$ cat config.mk
export PLATFORM = sky130hd
export DESIGN_NAME = microprogram_sequencer_flat
export DESIGN_NICKNAME = d
export VERILOG_FILES = /design/src/rtl/microprogram_sequencer_if.sv /design/src/rtl/microprogram_sequencer.sv /design/src/flat_wrapper.sv
export SDC_FILE = /design/constraint.sdc
export NUM_CORES = 1
export LEC_CHECK = 0
export ABC_AREA = 1
export BUFFER_PORTS_ARGS = -buffer_cell sky130_fd_sc_hd__buf_4
export CORE_UTILIZATION = 46
export DETAILED_ROUTE_END_ITERATION = 10
export GPL_TIMING_DRIVEN = 0
export PLACE_DENSITY = 0.75
export SLEW_MARGIN = 10
export SYNTH_ARGS = -nofsm -noshare
export SYNTH_HDL_FRONTEND = slang
export SYNTH_SLANG_ARGS = --single-unit
$ cat constraint.sdc
create_clock -name clk -period 1.5 [get_ports clk]
set_clock_uncertainty 0.1 [all_clocks]
set_input_delay 0.075 -clock clk [delete_from_list [all_inputs] [get_ports clk]]
set_output_delay 0.075 -clock clk [all_outputs]
set_load 0.1 [all_outputs]
$ cat src/rtl/microprogram_sequencer_if.sv
`default_nettype none
// ============================================================================
// Module      : microprogram_sequencer_if
// Description : Control-word / status bundle between the control store and
//               the microprogram sequencer.
// Revision    : 1.0 - initial release
// ============================================================================
interface microprogram_sequencer_if #(
  parameter int STATE_W = 7
);
  logic [STATE_W-1:0] state_sel;
  logic [2:0]         n;
  logic [STATE_W-1:0] cr;
  logic               cond;
  logic               moc;
  logic [STATE_W-1:0] state;
  logic               illegal_op;
  logic               mem_error;
  logic [7:0]         wait_cnt;

  modport master (
    output state_sel, n, cr, cond, moc,
    input  state, illegal_op, mem_error, wait_cnt
  );

  modport slave (
    input  state_sel, n, cr, cond, moc,
    output state, illegal_op, mem_error, wait_cnt
  );
endinterface
`default_nettype wire

$ cat src/rtl/microprogram_sequencer.sv
`default_nettype none
// ============================================================================
// Module      : microprogram_sequencer
// Description : Microstate register with dispatch/jump/inc/conditional/wait
//               next-state selection and a bounded memory-wait timeout.
// Revision    : 1.0 - initial release
// ============================================================================
module microprogram_sequencer #(
  parameter int                 STATE_W    = 7,
  parameter int                 TIMEOUT    = 16,
  parameter logic [STATE_W-1:0] TRAP_STATE = 7'd127
) (
  input  wire                         clk,
  input  wire                         rst_n,
  microprogram_sequencer_if.slave     bus
);

  localparam logic [2:0] c_N_DISPATCH  = 3'b000;
  localparam logic [2:0] c_N_FETCH     = 3'b001;
  localparam logic [2:0] c_N_JUMP      = 3'b010;
  localparam logic [2:0] c_N_INC       = 3'b011;
  localparam logic [2:0] c_N_CONDJUMP  = 3'b100;
  localparam logic [2:0] c_N_CONDJUMPN = 3'b101;
  localparam logic [2:0] c_N_WAITINC   = 3'b110;
  localparam logic [2:0] c_N_WAITJUMP  = 3'b111;

  localparam logic [STATE_W-1:0] c_ONE      = STATE_W'(1);
  localparam logic [7:0]         c_TO_LAST  = 8'(TIMEOUT - 1);
  localparam logic [7:0]         c_CNT_MAX  = 8'hFF;

  logic [STATE_W-1:0] r_state;
  logic [7:0]         r_wait_cnt;
  logic               r_illegal_op;
  logic               r_mem_error;

  logic [STATE_W-1:0] w_inc;
  logic [STATE_W-1:0] w_next_state;
  logic [7:0]         w_next_wait_cnt;
  logic               w_hold;
  logic               w_timeout;
  logic               w_illegal;

  // State register
  always_ff @(posedge clk or negedge rst_n) begin
    if (!rst_n) begin
      r_state      <= '0;
      r_wait_cnt   <= '0;
      r_illegal_op <= 1'b0;
      r_mem_error  <= 1'b0;
    end else begin
      r_state      <= w_next_state;
      r_wait_cnt   <= w_next_wait_cnt;
      r_illegal_op <= w_illegal;
      r_mem_error  <= r_mem_error | w_timeout;
    end
  end

  // Next-state selection
  always_comb begin
    w_inc     = r_state + c_ONE;
    w_hold    = ((bus.n == c_N_WAITINC) || (bus.n == c_N_WAITJUMP)) && !bus.moc;
    // MOC already excludes a hold, so a completing access never times out
    w_timeout = w_hold && (r_wait_cnt == c_TO_LAST);
    w_illegal = (bus.n == c_N_DISPATCH) && (bus.state_sel == '0);

    w_next_state = r_state;
    unique case (bus.n)
      c_N_DISPATCH:  w_next_state = bus.state_sel;
      c_N_FETCH:     w_next_state = '0;
      c_N_JUMP:      w_next_state = bus.cr;
      c_N_INC:       w_next_state = w_inc;
      c_N_CONDJUMP:  w_next_state = bus.cond ? bus.cr : w_inc;
      c_N_CONDJUMPN: w_next_state = bus.cond ? w_inc : bus.cr;
      c_N_WAITINC:   w_next_state = bus.moc ? w_inc : r_state;
      c_N_WAITJUMP:  w_next_state = bus.moc ? bus.cr : r_state;
      default:       w_next_state = r_state;
    endcase
    if (w_timeout) begin
      w_next_state = TRAP_STATE;
    end

    if (!w_hold || w_timeout) begin
      w_next_wait_cnt = '0;
    end else if (r_wait_cnt != c_CNT_MAX) begin
      w_next_wait_cnt = r_wait_cnt + 8'd1;
    end else begin
      w_next_wait_cnt = r_wait_cnt;
    end
  end

  // Outputs
  assign bus.state      = r_state;
  assign bus.wait_cnt   = r_wait_cnt;
  assign bus.illegal_op = r_illegal_op;
  assign bus.mem_error  = r_mem_error;

endmodule
`default_nettype wire

$ cat src/flat_wrapper.sv
// flat-port wrapper written by rule: the top's interface ports become plain ports
module microprogram_sequencer_flat 
#(
  parameter int                 STATE_W    = 7,
  parameter int                 TIMEOUT    = 16,
  parameter logic [STATE_W-1:0] TRAP_STATE = 7'd127
)
  (clk, rst_n, bus_state_sel, bus_n, bus_cr, bus_cond, bus_moc, bus_state, bus_illegal_op, bus_mem_error, bus_wait_cnt);
  microprogram_sequencer_if #(.STATE_W(STATE_W)) bus_i ();
  input  wire clk;
  input  wire rst_n;
  input wire logic [$bits(bus_i.state_sel)-1:0] bus_state_sel;
  input wire logic [$bits(bus_i.n)-1:0] bus_n;
  input wire logic [$bits(bus_i.cr)-1:0] bus_cr;
  input wire logic [$bits(bus_i.cond)-1:0] bus_cond;
  input wire logic [$bits(bus_i.moc)-1:0] bus_moc;
  output wire logic [$bits(bus_i.state)-1:0] bus_state;
  output wire logic [$bits(bus_i.illegal_op)-1:0] bus_illegal_op;
  output wire logic [$bits(bus_i.mem_error)-1:0] bus_mem_error;
  output wire logic [$bits(bus_i.wait_cnt)-1:0] bus_wait_cnt;
  assign bus_i.state_sel = bus_state_sel;
  assign bus_i.n = bus_n;
  assign bus_i.cr = bus_cr;
  assign bus_i.cond = bus_cond;
  assign bus_i.moc = bus_moc;
  assign bus_state = bus_i.state;
  assign bus_illegal_op = bus_i.illegal_op;
  assign bus_mem_error = bus_i.mem_error;
  assign bus_wait_cnt = bus_i.wait_cnt;
  microprogram_sequencer #(.STATE_W(STATE_W), .TIMEOUT(TIMEOUT), .TRAP_STATE(TRAP_STATE)) u_core (.clk(clk), .rst_n(rst_n), .bus(bus_i));
endmodule
# Word level (Yosys, flattened, before mapping)
# Cells that the tools add are included.
[classes]
addsub = 2
n_eq_ne = 11
mux = 8
n_bitwise = 1
reduce_logical = 11
[ops]
columns = ["cell", "count"]
rows = [
  ["7-bit one-hot mux with 8 select lines", 1],
  ["7-bit two-way mux", 5],
  ["8-bit two-way mux", 2],
  ["3-bit == test, second input constant", 4],
  ["8-bit by 1-bit adder with 8-bit output, second input constant", 1],
  ["8-bit by 4-bit == test with 1-bit output, second input constant", 1],
  ["8-bit != test, second input constant", 1],
  ["7-bit by 1-bit adder with 7-bit output, second input constant", 1],
  ["7-bit logical NOT", 1],
  ["3-bit by 2-bit == test with 1-bit output, second input constant", 2],
  ["3-bit by 2-bit != test with 1-bit output, second input constant", 2],
  ["3-bit by 1-bit == test with 1-bit output, second input constant", 1],
  ["1-bit logical AND", 3],
  ["3-bit logical NOT", 1],
  ["1-bit logical NOT", 2],
  ["1-bit logical OR", 2],
  ["2-bit AND reduction", 1],
  ["2-bit nonzero test", 1],
  ["1-bit OR", 1],
]
[word_totals]
regBits = 17
in_bits = 21
output_inout_bits = 17
wordCells = 37

# Longest topological paths before layout
[depth]
ltp_word = 6
ltp_mapped = 9
depth_no_buf = 9

# Worst setup path before layout
# No wires, ideal clock.
[synth_path]
path_kind = "reg2reg"
startpoint = "register u_core.r_wait_cnt[0], in the netlist u_core.bus.wait_cnt[0]"
endpoint = "register u_core.r_wait_cnt[0], in the netlist u_core.bus.wait_cnt[0]"
setup_time_ps = 120
arrival_time_ps = 2149
required_ps = 1280
setup_slack_ps = -869
stages_incl_launch_ff = 9
path_buffers = 0
period_less_slack_ps = 2369
cell_sequence = "dfrtp_1 -> ha_1 -> nand3_1 -> nor3_2 -> nor2_8 -> nand2_4 -> inv_2 -> nand2_1 -> nand2_1"
[synth_between]
elab_chain_cells = 4
word_cells_on_any_way = 8
cone_classes = "add/sub (1); eq/ne (2); mux (2); reduce/logical (3)"
[synth_rtl]
columns = ["item", "line_no", "rtl"]
rows = [
  ["start: declaration", "microprogram_sequencer.sv:32", "logic [7:0] r_wait_cnt;"],
  ["start signal: assignment", "microprogram_sequencer.sv:52", "r_wait_cnt <= w_next_wait_cnt;"],
  ["branches (longest 4 deep; another with 8-bit by 1-bit adder with 8-bit output)", "-", ""],
]
# Parallel ways; which one is timed is not known. The select of a mux whose other input is x is not followed.
# A chain may end at the register's enable or synchronous reset.

# Final worst setup path
[layout_path]
startpoint = "register u_core.r_wait_cnt[1], in the netlist u_core.bus.wait_cnt[1]"
endpoint = "register u_core.r_state[3], in the netlist u_core.bus.state[3]"
[layout_between]
elab_chain_cells = 4
word_cells_on_any_way = 6
cone_classes = "eq/ne (3); mux (1); reduce/logical (2)"
[layout_rtl]
columns = ["item", "line_no", "rtl"]
rows = [
  ["8-bit by 4-bit == test with 1-bit output *", "microprogram_sequencer.sv:63", "w_timeout = w_hold && (r_wait_cnt == c_TO_LAST);"],
  ["1-bit logical AND *", "microprogram_sequencer.sv:63", ""],
  ["3-bit by 2-bit != test with 1-bit output (no source line)", "-", ""],
  ["2-bit AND reduction (no source line)", "-", ""],
  ["end signal: assignment", "microprogram_sequencer.sv:51", "r_state <= w_next_state;"],
  ["end: declaration", "microprogram_sequencer.sv:31", "logic [STATE_W-1:0] r_state;"],
]
# Every way passes the cells marked *; elsewhere a longest branch is shown, timed or not.

==> results.tsv <==
stage	metric	value	unit
critical_path	cp.arrival	1610	ps
routing	routedWlPerCell	12.5	um
synth	synth_edf_count	0	
critical_path	r2r-end	u_core.bus.state[3]	
routing	routed_wl	3510	um
pwr	total_power	1.58	mW
cells_and_area	layout-drive-gt1-share	38.8	%
cells_and_area	fin_util	76.4	%
global_routing	antenna_found_initial	0	
cts	insertion_delay	300	ps
cells_and_area	nNetsFinal	274	
global_routing	grt_max_degree	18	
critical_path	critical_path_class	reg2reg	
global_routing	track_usage	26.9	%
die	placement_rows	18	
global_routing	grt.overflow.total	0	
critical_path	cp-startpoint	u_core.bus.wait_cnt[1]	
critical_path	cp_max_fo	5	
routing	dr.max_layer_used	met4	
synth	seq_area_frac_synth	33.8	%
cells_and_area	fillerInstances	177	
timing	period_share	100	%
synth	synth_top_cell_area_share	33.8	%
place	dpl_cell_area	1650	um2
synth	ys_types	28	
place	hpwlAfterDp	2300	um
routing	met2_length	1890	um
die	core	2520	um2
synth	post-synth-top-count-cell	nand2_1	
timing	tightest_slew	422	ps
cts	numCtsBuffers	3	
synth	synth_ff_type	dfrtp_1	
routing	drt_iter0_markers	23	
cells_and_area	seqCellArea	459	um2
routing	viasPerCell	5.15	
cells_and_area	area_growth	53.2	%
global_routing	first_global_vias	1385	
critical_path	worstSetupEndpoint	u_core.bus.state[3]	
pwr	p_leak	0.957	nW
pwr	powerDensity	821	nW/um2
timing	drv_slew	0	
cts	path_clk_slew	100	ps
routing	ant_nets	0	
timing	rsz0062_at_grt	true	
cells_and_area	diodes	0	
status	status	finished, violations left	
critical_path	r2r_start	u_core.bus.wait_cnt[1]	
place	port-buffer-count	35	
critical_path	critPathSlowestCell	dfrtp_4	
timing	period_needed	1510	ps
timing	setup_ws	-6.82	ps
routing	dr.pass1.iters	4	
routing	met1_length	1390	um
die	ios	38	
routing	dr_wl_met3	158	um
critical_path	crit_chain	ha_4, nand3_4, nor2_2, nand2_2, nand2_4, or2_4, nand2_1, inv_1	
timing	finalSetupViolCount	1	
status	violations	negative hold slack, negative setup slack	
cts	root_buffer	clkbuf_4	
cells_and_area	multi_input_area	836	um2
cts	clock_sinks	17	
timing	timing.setup.tns	-6.82	ps
critical_path	critPathCaptureType	register	
timing	slew_headroom	71.7	%
synth	syn_avg_cell_area	6.69	um2
worst_hold_path	holdCritPathClass	in2reg	
die	die_y	54.3	um
pwr	irDropWorstVdd	0.955	mV
job	max_cap_viol_count	0	
cts	cts_tree	done	
place	gp_congestion	0.775	
synth	postSynth.asyncResetShare	100	%
synth	ys_ff_latch	17	
synth	synth_area_leader_cell	dfrtp_1	
die	start_util	49.9	%
synth	syn_area	1260	um2
die	dieArea	2950	um2
cts	ctsLongestPathBuffers	2	
routing	num_vias	1443	
synth	synthCells	188	
routing	drc	0	
timing	holdWs	-3.34	ps
global_routing	grt_pass1_wl	5630	um
timing	max_freq	664	MHz
critical_path	r2r_slack	-7	ps
critical_path	startpoint_type	register	
synth	yosys-top-cells-count	nand2_1 (60), inv_1 (21), nor2_1 (19)	
cells_and_area	final_cell_area	1930	um2
cts	h-tree-depth	1	
critical_path	critPathMaxStageDelay	500	ps
synth	synth_area_leaders	dfrtp_1 (34%), nand2_1 (18%), nand3_1 (6.4%)	
die	die_x	54.3	um
timing	hold_viol	1	
critical_path	required	1600	ps
synth	syn_nets	211	
critical_path	reg2reg_depth	8	
synth	synth_warnings	0	
==> cells in the final DEF, fill, tap and decap left out, drive strengths merged, types with 6 or more instances in the layout <==
master | Yosys | layout
inv | 25 | 25
buf | 2 | 48
dlygate4sd3 | 0 | 11
o21ai | 8 | 8
nand3 | 16 | 16
nand2 | 62 | 63
nor3 | 10 | 10
nor2 | 20 | 20
dfrtp | 17 | 17
a21oi | 6 | 6
==> routing by layer <==
layer  track usage [%]  up-vias
met1              28.1      648
met3              3.61        7
met4              11.5        0
li1                  -      722
met2              52.4       66
met5                 0        -
==> where the power goes <==
group          internal, mW  leakage, nW  switching [mW]
sequential            0.514        0.201          0.0627
clock                 0.104       0.0150           0.150
combinational         0.225        0.742           0.527
total                 0.842        0.957           0.740
==> state kept, by name, summed over array words and instances (netlist names) <==
signal	count
u_core.bus.wait_cnt	8
u_core.bus.state	7
u_core.bus.illegal_op	1
u_core.bus.mem_error	1
==> area by class of cell <==
cell class                      instances  area share [%]
Clock buffer                            4            1.36
Tap cell                               30            1.95
Inverter                               25            5.00
Sequential cell                        17            23.8
Timing Repair Buffer                   57            23.8
Buffer                                  2           0.649
Multi-Input combinational cell        145            43.4
==> what timing repair did <==
item,in CTS,in global routing
cloned,1,0
resized for setup,4,11
setup endpoints to repair,11,15
endpoints found under the hold margin,23,0
pin swaps,5,4
setup buffers,6,5
hold buffers,12,0
==> critical path: cells and delay by family, from the launching register on <==
| kind | cells | cell delay, ps |
|---|---|---|
| buffers and inverters | 1 | 40 |
| adders and majority gates | 1 | 180 |
| and+or+nand+nor | 6 | 580 |
| DFF | 1 | 500 |
==> through the flow <==
step	hold WS, ps	setup slack, ps	instances
floorplan	-321	-179	188
global placement	-149	-97.1	253
detailed placement	-145	-107	253
CTS	5.11	-29.6	276
global route	6.76	-76.9	280
finish	-3.34	-6.82	280
==> how the worst min path moves through the flow <==
| stage | from | depth (start not counted) | endpoint |
|---|---|---|---|
| finish | bus_state_sel[4] | 3 | u_core.bus.illegal_op |
| global placement | rst_n | 1 | u_core.bus.wait_cnt[4] |
| global route | bus_state_sel[3] | 3 | u_core.bus.illegal_op |
| CTS | bus_state_sel[4] | 5 | u_core.bus.state[4] |
| detailed placement | rst_n | 1 | u_core.bus.wait_cnt[4] |
| floorplan | rst_n | 0 | u_core.bus.illegal_op |
==> cell families after synthesis <==
kind of cell,share of synthesized area [%]
XOR/XNOR,4.18
adder cells (fa/ha/maj),1.99
AO/OA/AOI/OAI,7.36
buffers and inverters,8.46
AND/OR/NAND/NOR,44.2
flip-flops,33.8
(Power assumes the default switching activity.)
